[src/rtl/galaga_pkg.sv]
// Shared game types and constants used by the round bookkeeping and the state controller.
package galaga_pkg;

  typedef enum logic [1:0] {
    ALIVE     = 2'd0,
    EXPLODING = 2'd1,
    RESPAWN   = 2'd2,
    OUT       = 2'd3
  } player_state_t;

  localparam int          N_ENEMIES_DEF   = 20;
  localparam int          START_LIVES_DEF = 3;
  localparam logic [15:0] POINTS_DEF      = 16'd50;

  localparam logic [7:0]  KEY_ENTER       = 8'h28;

endpackage

[src/rtl/fleet_status_tracker_frame_timer.sv]
// 6-bit frame-tick counter; done is asserted combinationally on the tick that reaches target.
module frame_timer (
  input  logic       Clk,
  input  logic       Reset,
  input  logic       clear,
  input  logic       tick,
  input  logic [5:0] target,
  output logic       done
);

  logic [5:0] count_reg;

  assign done = tick && !clear && (count_reg == target);

  always_ff @(posedge Clk) begin
    if (Reset || clear) begin
      count_reg <= 6'd0;
    end else if (tick) begin
      count_reg <= (count_reg == target) ? 6'd0 : count_reg + 6'd1;
    end
  end

endmodule

[src/rtl/fleet_status_tracker.sv]
// Per-round bookkeeping: enemy alive mask, score, lives and the player explode/respawn sequence.
module fleet_status_tracker
  import galaga_pkg::*;
#(
  parameter int          N_ENEMIES      = N_ENEMIES_DEF,
  parameter int          START_LIVES    = START_LIVES_DEF,
  parameter logic [15:0] POINTS         = POINTS_DEF,
  parameter logic [5:0]  EXPLODE_FRAMES = 6'd30,
  parameter logic [5:0]  INVULN_FRAMES  = 6'd60
) (
  input  logic                 Clk,
  input  logic                 Reset,
  input  logic                 start,
  input  logic                 play,
  input  logic                 frame_tick,
  input  logic                 enemy_hit,
  input  logic [4:0]           enemy_hit_idx,
  input  logic                 player_hit,
  output logic [N_ENEMIES-1:0] enemy_alive,
  output logic [1:0]           lives,
  output logic [15:0]          score,
  output logic                 invuln,
  output logic                 exploding,
  output logic                 died,
  output logic                 killed_all
);

  logic [N_ENEMIES-1:0] alive_reg, alive_next;
  logic [1:0]           lives_reg, lives_next;
  logic [15:0]          score_reg;
  logic [16:0]          score_sum;
  logic                 invuln_reg, exploding_reg, died_reg, killed_all_reg;
  player_state_t        state_reg, state_next;
  logic                 kill;
  logic                 timer_clear, timer_tick, timer_done;
  logic [5:0]           timer_target;

  assign kill = play && !start && enemy_hit && (32'(enemy_hit_idx) < N_ENEMIES)
                && alive_reg[enemy_hit_idx];

  genvar gi;
  generate
    for (gi = 0; gi < N_ENEMIES; gi++) begin : g_alive
      assign alive_next[gi] = start ? 1'b1 :
                              (kill && enemy_hit_idx == 5'(gi)) ? 1'b0 : alive_reg[gi];
    end
  endgenerate

  // Score saturates rather than wrapping.
  assign score_sum = {1'b0, score_reg} + {1'b0, POINTS};

  assign timer_target = (state_reg == EXPLODING) ? EXPLODE_FRAMES - 6'd1 : INVULN_FRAMES - 6'd1;
  assign timer_tick   = play && !start && frame_tick &&
                        (state_reg == EXPLODING || state_reg == RESPAWN);

  frame_timer u_frame_timer (
    .Clk    (Clk),
    .Reset  (Reset),
    .clear  (timer_clear),
    .tick   (timer_tick),
    .target (timer_target),
    .done   (timer_done)
  );

  always_comb begin
    state_next  = state_reg;
    lives_next  = lives_reg;
    timer_clear = 1'b0;
    if (start) begin
      state_next  = ALIVE;
      lives_next  = 2'(START_LIVES);
      timer_clear = 1'b1;
    end else if (play) begin
      case (state_reg)
        ALIVE: begin
          if (player_hit) begin
            if (lives_reg > 2'd1) begin
              lives_next  = lives_reg - 2'd1;
              state_next  = EXPLODING;
              timer_clear = 1'b1;
            end else begin
              lives_next = 2'd0;
              state_next = OUT;
            end
          end
        end
        EXPLODING: if (timer_done) state_next = RESPAWN;
        RESPAWN:   if (timer_done) state_next = ALIVE;
        default:   state_next = OUT;
      endcase
    end
  end

  always_ff @(posedge Clk) begin
    if (Reset) begin
      state_reg      <= ALIVE;
      alive_reg      <= '1;
      lives_reg      <= 2'(START_LIVES);
      score_reg      <= 16'd0;
      invuln_reg     <= 1'b0;
      exploding_reg  <= 1'b0;
      died_reg       <= 1'b0;
      killed_all_reg <= 1'b0;
    end else begin
      state_reg      <= state_next;
      alive_reg      <= alive_next;
      lives_reg      <= lives_next;
      invuln_reg     <= (state_next == EXPLODING) || (state_next == RESPAWN);
      exploding_reg  <= (state_next == EXPLODING);
      died_reg       <= (state_next == OUT);
      killed_all_reg <= (alive_next == '0);
      if (start) begin
        score_reg <= 16'd0;
      end else if (kill) begin
        score_reg <= score_sum[16] ? 16'hFFFF : score_sum[15:0];
      end
    end
  end

  assign enemy_alive = alive_reg;
  assign lives       = lives_reg;
  assign score       = score_reg;
  assign invuln      = invuln_reg;
  assign exploding   = exploding_reg;
  assign died        = died_reg;
  assign killed_all  = killed_all_reg;

endmodule

[config.mk]
export PLATFORM = sky130hd
export DESIGN_NAME = fleet_status_tracker
export DESIGN_NICKNAME = d
export VERILOG_FILES = /design/src/rtl/galaga_pkg.sv /design/src/rtl/fleet_status_tracker_frame_timer.sv /design/src/rtl/fleet_status_tracker.sv
export SDC_FILE = /design/constraint.sdc
export NUM_CORES = 1
export LEC_CHECK = 0
export CAP_MARGIN = 10
export CORE_ASPECT_RATIO = 0.9
export CORE_MARGIN = 1
export CORE_UTILIZATION = 52
export CTS_CLUSTER_DIAMETER = 30
export DETAILED_ROUTE_END_ITERATION = 12
export PLACE_DENSITY = 0.84
export SYNTH_ARGS = -nofsm -noshare
export SYNTH_HDL_FRONTEND = slang
export SYNTH_HIERARCHICAL = 1
export SYNTH_SLANG_ARGS = --single-unit
export TNS_END_PERCENT = 1
[constraint.sdc]
create_clock -name Clk -period 3 [get_ports Clk]
set_clock_uncertainty 0.15 [all_clocks]
set_input_delay 0.3 -clock Clk [delete_from_list [all_inputs] [get_ports Clk]]
set_output_delay 0.3 -clock Clk [all_outputs]
set_load 0.05 [all_outputs]
# Yosys cells after proc, flatten, opt, wreduce, memory -nomap -nowiden

Cells that the tools add are included.

Logic and storage cells: 136
Register bits: 50
Output and inout port bits: 42

$add $sub $neg: 3
Mux-type cells: 58
Order comparisons: 3
Eq/ne operators: 25
Reduce and logical (&&, ||, !) cells: 38

Operators by type and width:

| operator              | count |
|---|---|
| $mux 1                | 46 |
| $eq 5x4->1 const B    | 8 |
| $logic_and 1x1->1     | 28 |
| $eq 5x3->1 const B    | 4 |
| $eq 5x5->1 const B    | 4 |
| $logic_not 20->1      | 1 |
| $add 16x6->17 const B | 1 |
| $mux 16               | 1 |
| $mux 2                | 7 |
| $mux 6                | 2 |
| $eq 5x2->1 const B    | 2 |
| $add 6x1->6 const B   | 1 |
| $eq 2x2->1 const B    | 3 |
| $eq 6x6->1            | 1 |
| $lt 5x6->1 const B    | 1 |
| $pmux 2 s3            | 1 |
| $bmux 1 s5            | 1 |
| $eq 5x1->1 const B    | 1 |
| $logic_not 5->1       | 1 |
| $lt 5x5->1 const B    | 1 |
| $eq 2x1->1 const B    | 2 |
| $logic_or 1x1->1      | 3 |
| $reduce_and 3->1      | 1 |
| $gt 2x1->1 const B    | 1 |
| 4 further kinds       | 5 |

# Logic depth before layout (Yosys ltp)

Gate-level depths: netlist of the first run.

Depth after elaboration: 15
Gate-level depth with buffers: 14

# Modules after synthesis

The synthesis of the first run kept the hierarchy.

Modules (own cells, without submodules):

| module               | cells an instance | instances | area each (µm²) |
|---|---|---|---|
| fleet_status_tracker | 283               | 1         | 2391.0 |
| frame_timer          | 38                | 1         | 376.6 |

# Worst setup path after synthesis of the first run

No wires, ideal clock.

Path kind: reg2reg
From: register state_reg[1]
To: register invuln_reg, in the netlist invuln
Buffers on the path: 2
Arrival time: 2.375 ns
Data required time: 2.740 ns
Clock period less this slack: 2.636 ns
Stages on the path, launching flop included: 15
Setup time: 0.110 ns
Setup slack: 0.364 ns
Cell sequence: dfxtp_1 inv_1 ha_1 and4b_1 buf_2 and4_4 buf_6 and3b_1 nand2b_1 a31oi_1 o22ai_1 a21oi_1 inv_1 ha_1 nor2_1

RTL lines:

| item                                            | RTL line                                               | text |
|---|---|---|
| start: declaration                              | fleet_status_tracker.sv:33                             | `player_state_t state_reg, state_next;` |
| start signal: assignment                        | fleet_status_tracker.sv:105                            | `state_reg <= state_next;` |
| $eq 2x1->1 / $eq 2x2->1 (equally long branches) | fleet_status_tracker.sv:54                             | `(state_reg == EXPLODING \|\| state_reg == RESPAWN);` |
| $logic_or 1x1->1 *                              | fleet_status_tracker.sv:54                             |  |
| $logic_and 1x1->1 *                             | fleet_status_tracker.sv:53                             | `assign timer_tick = play && !start && frame_tick &&` |
| via timer_tick                                  | fleet_status_tracker.sv:35                             | `logic timer_clear, timer_tick, timer_done;` |
| $logic_and 1x1->1 * (2 in series)               | fleet_status_tracker_frame_timer.sv:13                 | `assign done = tick && !clear && (count_reg == target);` |
| via timer_done                                  | fleet_status_tracker.sv:35                             |  |
| $mux 2 (on tied branches)                       | fleet_status_tracker.sv:88, fleet_status_tracker.sv:87 |  |
| $pmux 2 s3 *                                    | fleet_status_tracker.sv:74                             | `case (state_reg)` |
| $mux 2 *                                        | fleet_status_tracker.sv:73                             | `end else if (play) begin` |
| $mux 2 *                                        | fleet_status_tracker.sv:69                             | `if (start) begin` |
| via state_next[1]                               | fleet_status_tracker.sv:33                             |  |
| $eq 2x1->1 / $eq 2x2->1 (equally long branches) | fleet_status_tracker.sv:108                            | `invuln_reg <= (state_next == EXPLODING) \|\| (state_next == RESPAWN);` |
| $logic_or 1x1->1 *                              | fleet_status_tracker.sv:108                            |  |
| end signal: assignment                          | fleet_status_tracker.sv:108                            |  |
| end: declaration                                | fleet_status_tracker.sv:32                             | `logic invuln_reg, exploding_reg, died_reg, killed_all_reg;` |

The timed path passes the listed nets; every way through them passes the cells marked *.
A chain may end at the register's enable or synchronous reset.

# Worst setup path in the final report of the first run

From: input port enemy_hit_idx[1]
To: register score_reg[15], in the netlist score[15]

Word-level cells in the longest chain between the ends: 3

RTL lines:

| item                                                                     | RTL line                                               | text |
|---|---|---|
| start: declaration                                                       | fleet_status_tracker.sv:17                             | `input logic [4:0] enemy_hit_idx,` |
| $bmux 1 s5 / $lt 5x5->1 (equally long branches)                          | fleet_status_tracker.sv:39, fleet_status_tracker.sv:38 |  |
| $mux 1 (not written as such) / $logic_and 1x1->1 (equally long branches) | fleet_status_tracker.sv:39, fleet_status_tracker.sv:38 |  |
| $logic_and 1x1->1 *                                                      | fleet_status_tracker.sv:39                             | `&& alive_reg[enemy_hit_idx];` |
| end signal: assignment                                                   | fleet_status_tracker.sv:115                            | `score_reg <= score_sum[16] ? 16'hFFFF : score_sum[15:0];` |
| end: declaration                                                         | fleet_status_tracker.sv:30                             | `logic [15:0] score_reg;` |

Mark *: on every way between the ends. The rest lies on a longest branch, timed or not. The select of a mux whose other input is x is not followed.

==> impl_metrics.csv, run 1 <==
group,metric,value,unit
yosys,synthFlopType,"sky130_fd_sc_hd__dfxtp_1",
worst_setup_path,critical_path_class,"input port to flip-flop",
yosys,yosys_warnings,6,
grt,grt_max_degree,19,
grt,global_route_wire_length_before_repair,12.1,mm
finish,share_of_layout_cells_above_drive_strength_1,11.9,%
pwr,powerDensity,346,nW/um^2
clock_tree,cts_hold_buf,0,
floorplan,die_h,71.2,microns
yosys,postSynth.asyncResetShare,0,%
yosys,cell_count_after_synthesis,321,
floorplan,pin_count,54,
timing,final_hold_viol_count,0,
clock_tree,cts_inserted_buffers,5,
floorplan,overall_die_width,78.9,microns
routing,wire_per_inst,16.2,microns
worst_setup_path,path_max_fanout,11,
floorplan,floorplan.initialDensity,55.5,%
finish,antennaDiodeCount,0,
clock_tree,post-cts-setup-buffers,0,
yosys,ys_top_cells_by_area,"sky130_fd_sc_hd__dfxtp_1 36%, sky130_fd_sc_hd__nand2_1 4.2%, sky130_fd_sc_hd__ha_1 3.6%",
worst_setup_path,worstPathArrival,2840,ps
yosys,synth_top_family_by_area,"simple AND/OR/NAND/NOR gates",
routing,met2_length,3.47,mm
routing,via_count,2751,
clock_tree,clkSinkCount,50,
timing,maxSlewViolCount,0,
timing,finalSetupViolCount,0,
timing,fin_tns_setup,0,ps
routing,number_of_nets_with_antenna_violations_after_detailed_routing,0,
placement,port_buffers,53,
placement,place_hpwl,5.32,mm
routing,drt_pass1_iterations,5,
floorplan,die_area,5620,sq um
floorplan,placement_rows,24,
timing,setup_repair_after_global_routing_missed_its_margin,"no",
finish,final_design_area_no_fill,3550,sq um
pwr,power.clock.fraction,35.0,%
routing,via_per_inst,6.10,
routing,post-route-drc-count,0,
timing,hold-worst-slack,331,ps
clock_tree,cts_tree,"yes",
timing,least_setup_slack_across_all_paths_after_layout,234,ps
pwr,peakVddDrop,0.246,mV
yosys,post_synthesis_xor_xnor_area_fraction,3.16,%
grt,groute.usage.overall,27.1,%
grt,grt_pass1_vias,2654,
pwr,power_frac_seq,54.4,%
pwr,p_comb_share,10.5,%
hold_path,timing.hold.worst_path_depth,2,
routing,wl_met3,473,microns
pwr,p_int,896,uW
yosys,cell_type_with_the_highest_aggregate_area_in_the_netlist,"sky130_fd_sc_hd__dfxtp_1",
yosys,yosysTopAreaCellShare,36.2,%
yosys,yosysUniqueCellTypes,61,
yosys,yosys-mux-area-fraction,4.57,%
job,maxCapViolCount,0,
worst_setup_path,end_kind,"flip-flop",
yosys,synth-seq-cells,50,
yosys,synth.cells.most_frequent,"50 x sky130_fd_sc_hd__dfxtp_1, 31 x sky130_fd_sc_hd__nand2_1, 19 x sky130_fd_sc_hd__nor2_1",
clock_tree,worst_skew_pair.late_latency,320,ps
finish,number_of_nets_in_the_layout,405,
yosys,synth_simple_gate_area_share,27.1,%
clock_tree,path_clk_slew,100,ps
finish,area.growth.synth_to_final,28.4,%
placement,dp_cells,443,
timing,tightestPinTransition,678,ps
floorplan,coreArea,4980,sq um
placement,place_congestion,0.884,
routing,drt_first_iter_violations,195,
placement,dpl_worst_slack,-101,ps
timing,final.min_clock_period,2770,ps
yosys,ys_seq_area_share,36.2,%
worst_setup_path,nature_of_the_critical_path_startpoint,"input port",
clock_tree,ctsLongestPathBuffers,2,
yosys,synthAdderAreaFrac,3.62,%
grt,antenna_found_initial,0,
yosys,post_synth_edffs,0,
yosys,syn-cell-area,2770,sq um
clock_tree,cts_htree_levels,2,
finish,finish.utilization,71.3,%
yosys,synth.most_common_cell,"sky130_fd_sc_hd__dfxtp_1",
routing,routed_length_on_met1,3.25,mm
pwr,finalPower,1.23,mW
hold_path,worstHoldPathType,"flip-flop to flip-flop",
clock_tree,buffer_cell_driving_the_clock_tree_root,"sky130_fd_sc_hd__clkbuf_8",
timing,fmaxAchievable,362,MHz
finish,largest_reg_flops,20,
timing,slew_headroom,54.6,%
outcome,run_status,"finished, final reports clean",
pwr,static-leakage-power,1.30,nW
yosys,post_synthesis_mean_instance_area,8.62,sq um
pwr,swShare,27.1,%
grt,grt_overflow,0,
pwr,p_sw,334,uW
finish,final-instance-count-excl-fill,451,
yosys,synth_compound_area_share,20.6,%
worst_setup_path,worst-r2r-cell-count,13,
routing,wl,7.32,mm
worst_setup_path,worstPathRequired,3080,ps
routing,highest_layer,"met4",
placement,placed_area,3450,sq um
timing,ratio_of_final_minimum_period_to_clock_period,92.2,%
final cells by class:
cell class	instances	area, sq um
flip-flops and latches	50	1000
well taps	65	81.3
repair buffers	73	681
fillers	412	1430
clock buffers	5	68.8
inverters	11	41.3
clock inverters	3	28.8
multi-input cells	244	1650
routing by layer:
layer	global-route usage (%)	up-vias
met4	11.1	0
met3	4.33	13
met1	34.8	1310
li1	-	1317
met2	45.4	111
met5	0	-
critical path, cell delays in order:
cell and delay, ps:
sky130_fd_sc_hd__clkdlybuf4s50_1 600, sky130_fd_sc_hd__buf_4 240, sky130_fd_sc_hd__mux4_2 330, sky130_fd_sc_hd__or4b_1 480, sky130_fd_sc_hd__o41ai_1 130, sky130_fd_sc_hd__nor3_2 220
sky130_fd_sc_hd__and3_1 260, sky130_fd_sc_hd__a211oi_1 270
layout by cell type (no fill, tap or decap), types with 13 or more instances in the layout:
master	instances
sky130_fd_sc_hd__buf_4	20
sky130_fd_sc_hd__a21oi_1	16
sky130_fd_sc_hd__a211oi_1	13
sky130_fd_sc_hd__clkdlybuf4s50_1	53
sky130_fd_sc_hd__nor2_1	19
sky130_fd_sc_hd__nand2_1	31
sky130_fd_sc_hd__dfxtp_1	50
repair_timing:
| item | CTS | global route |
|---|---|---|
| endpoints found under the setup margin | 0 | 2 |
| endpoints found under the hold margin | 0 | 0 |
| gates resized for setup | 0 | 1 |
power groups by stage:
stage                     registers [mW]  logic, mW  clock network, mW
after floorplan                    0.694     0.0639                  0
after global placement             0.685      0.122                  0
after detailed placement           0.685      0.126                  0
after CTS                          0.670      0.127              0.439
after global routing               0.671      0.139              0.467
final                              0.670      0.130              0.431
cell families after synthesis:
family,count (synthesis)
and+or+nand+nor,132
AOI/OAI and AO/OA,81
DFF,50
buffers and inverters,29
xor gates and xnor gates,10
muxes,10
adders and majority gates,8
other,1
final timing paths:
check / slack (ps) / end / startpoint
worst max-delay path: 230 / score[15] / enemy_hit_idx[1]
worst min-delay path: 330 / score[7] / score[7]
worst max register to register: 260 / invuln / state_reg[1]
worst min register to register: 330 / score[7] / score[7]
(Power assumes the default switching activity.)
==> run 2, diff against run 1 <==
--- a/config.mk
+++ b/config.mk
@@ -6,7 +6,7 @@
 export NUM_CORES = 1
 export LEC_CHECK = 0
 export CAP_MARGIN = 10
-export CORE_ASPECT_RATIO = 0.9
+export CORE_ASPECT_RATIO = 2
 export CORE_MARGIN = 1
 export CORE_UTILIZATION = 52
 export CTS_CLUSTER_DIAMETER = 30
==> impl_metrics.csv, run 2 (synthesized netlist as in run 1, its figures left out) <==
group,metric,value,unit
grt,grt_pass1_vias,2713,
floorplan,pin_count,54,
clock_tree,path_clk_slew,90,ps
grt,grt_max_degree,17,
pwr,powerDensity,328,nW/um^2
pwr,power.clock.fraction,32.3,%
finish,share_of_layout_cells_above_drive_strength_1,14.0,%
floorplan,die_area,5640,sq um
pwr,power_frac_seq,56.5,%
worst_setup_path,worstPathArrival,2880,ps
worst_setup_path,startpoint,"enemy_hit_idx[0]",
grt,groute.usage.overall,29.7,%
routing,drt_first_iter_violations,41,
grt,antenna_found_initial,0,
floorplan,die_h,105,microns
timing,final.min_clock_period,2800,ps
timing,fmaxAchievable,358,MHz
finish,layout.cells.most_common,"sky130_fd_sc_hd__clkdlybuf4s50_1",
finish,area.growth.synth_to_final,30.3,%
finish,number_of_nets_in_the_layout,414,
finish,mostFrequentLayoutCells,"53 x sky130_fd_sc_hd__clkdlybuf4s50_1, 50 x sky130_fd_sc_hd__dfxtp_1, 31 x sky130_fd_sc_hd__nand2_1, 29 x sky130_fd_sc_hd__buf_4, 19 x sky130_fd_sc_hd__nor2_1",
clock_tree,cts_tree,"yes",
routing,post-route-drc-count,0,
routing,drt_pass1_iterations,4,
routing,wl,7.65,mm
routing,wire_per_inst,16.9,microns
routing,via_count,2777,
finish,antennaDiodeCount,0,
worst_setup_path,nature_of_the_critical_path_startpoint,"input port",
worst_setup_path,path_max_fanout,16,
grt,global_route_wire_length_before_repair,12.4,mm
timing,tightestPinTransition,600,ps
clock_tree,clkSinkCount,50,
worst_setup_path,crit-reg2reg-launch,"state_reg[1]",
worst_setup_path,end_kind,"flip-flop",
timing,fin_tns_setup,0,ps
worst_setup_path,critical_path_class,"input port to flip-flop",
clock_tree,cts_inserted_buffers,5,
timing,maxSlewViolCount,0,
hold_path,hold_start,"score[7]",
pwr,p_sw,300,uW
floorplan,overall_die_width,53.6,microns
job,maxCapViolCount,0,
routing,via_per_inst,6.14,
placement,dp_cells,444,
clock_tree,worst_skew_pair.late_latency,310,ps
pwr,static-leakage-power,1.34,nW
timing,ratio_of_final_minimum_period_to_clock_period,93.2,%
routing,number_of_nets_with_antenna_violations_after_detailed_routing,0,
outcome,run_status,"finished, final reports clean",
placement,place_congestion,0.994,
floorplan,floorplan.initialDensity,53.9,%
worst_setup_path,worstPathRequired,3080,ps
clock_tree,ctsLongestPathBuffers,2,
pwr,swShare,25.3,%
clock_tree,cts_hold_buf,0,
placement,port_buffers,53,
clock_tree,buffer_cell_driving_the_clock_tree_root,"sky130_fd_sc_hd__clkbuf_8",
grt,grt_overflow,0,
timing,finalSetupViolCount,0,
finish,final-instance-count-excl-fill,452,
timing,final_hold_viol_count,0,
pwr,p_int,885,uW
pwr,peakVddDrop,0.466,mV
clock_tree,cts_htree_levels,2,
timing,slew_headroom,59.5,%
finish,largest_reg_flops,20,
floorplan,placement_rows,37,
floorplan,coreArea,5140,sq um
pwr,p_comb_share,11.2,%
placement,place_hpwl,5.78,mm
hold_path,worstHoldPathType,"flip-flop to flip-flop",
run 2: changes by cell type in the layout (fill, tap and decap cells not counted):
cell	before	now
sky130_fd_sc_hd__clkinv_4	1	0
sky130_fd_sc_hd__xor2_2	0	2
sky130_fd_sc_hd__inv_6	1	0
sky130_fd_sc_hd__inv_8	1	0
sky130_fd_sc_hd__inv_2	0	1
sky130_fd_sc_hd__buf_4	20	29
sky130_fd_sc_hd__xor2_1	6	4
sky130_fd_sc_hd__inv_1	11	10
sky130_fd_sc_hd__clkbuf_1	0	2
run 2: what timing repair did:
action | CTS | global route
endpoints found under the hold margin | 0 | 0
resized for setup | 0 | 4
setup endpoints to repair | 0 | 3
buffers inserted | 0 | 1
run 2: power by group through the flow:
| stage | clock network, mW | registers (mW) | logic (mW) |
|---|---|---|---|
| after global placement | 0 | 0.685 | 0.126 |
| after floorplan | 0 | 0.694 | 0.0639 |
| after global routing | 0.421 | 0.670 | 0.143 |
| final | 0.382 | 0.669 | 0.133 |
| after CTS | 0.390 | 0.670 | 0.130 |
| after detailed placement | 0 | 0.685 | 0.129 |
run 2: critical path, cell delays in order:
cell                              delay (ps)
sky130_fd_sc_hd__clkdlybuf4s50_1         660
sky130_fd_sc_hd__mux4_2                  560
sky130_fd_sc_hd__or4b_1                  470
sky130_fd_sc_hd__o41ai_1                 130
sky130_fd_sc_hd__nor3_2                  100
sky130_fd_sc_hd__buf_4                   210
sky130_fd_sc_hd__and3_1                  210
sky130_fd_sc_hd__a211oi_1                240
run 2: final cells by class:
type                       instances  area [sq um]
tap                               58          72.6
fill                             428          1530
multi-input combinational        244          1670
sequential                        50          1000
clock buffer                       7          76.3
timing repair buffer              82           748
inverter                          11          41.3
run 2: final timing paths:
kind | endpoint | slack, ps | cells after the start
worst max-delay path | score[11] | 200 | 8
worst min-delay path | score[7] | 330 | 2
worst max register to register | invuln | 250 | 13
worst min register to register | score[7] | 330 | 2
run 2: routing by layer:
layer  share of wire [%]  track usage [%]
met5                   0                0
met4                 5.0             18.8
met3                 3.4             5.09
met2                  56             53.3
met1                  36             28.8
run 2: per-stage QoR:
step	utilization, %	hold slack [ps]	power, mW	setup WS [ps]	area (sq um)
detailed placement	68.1	315	0.815	-130	3500
floorplan	-	217	0.758	364	2780
global placement	68.1	304	0.812	-47.3	3500
finish	70.2	327	1.18	203	3610
CTS	69.6	328	1.19	69.7	3580
global route	70.2	368	1.23	-7.41	3610
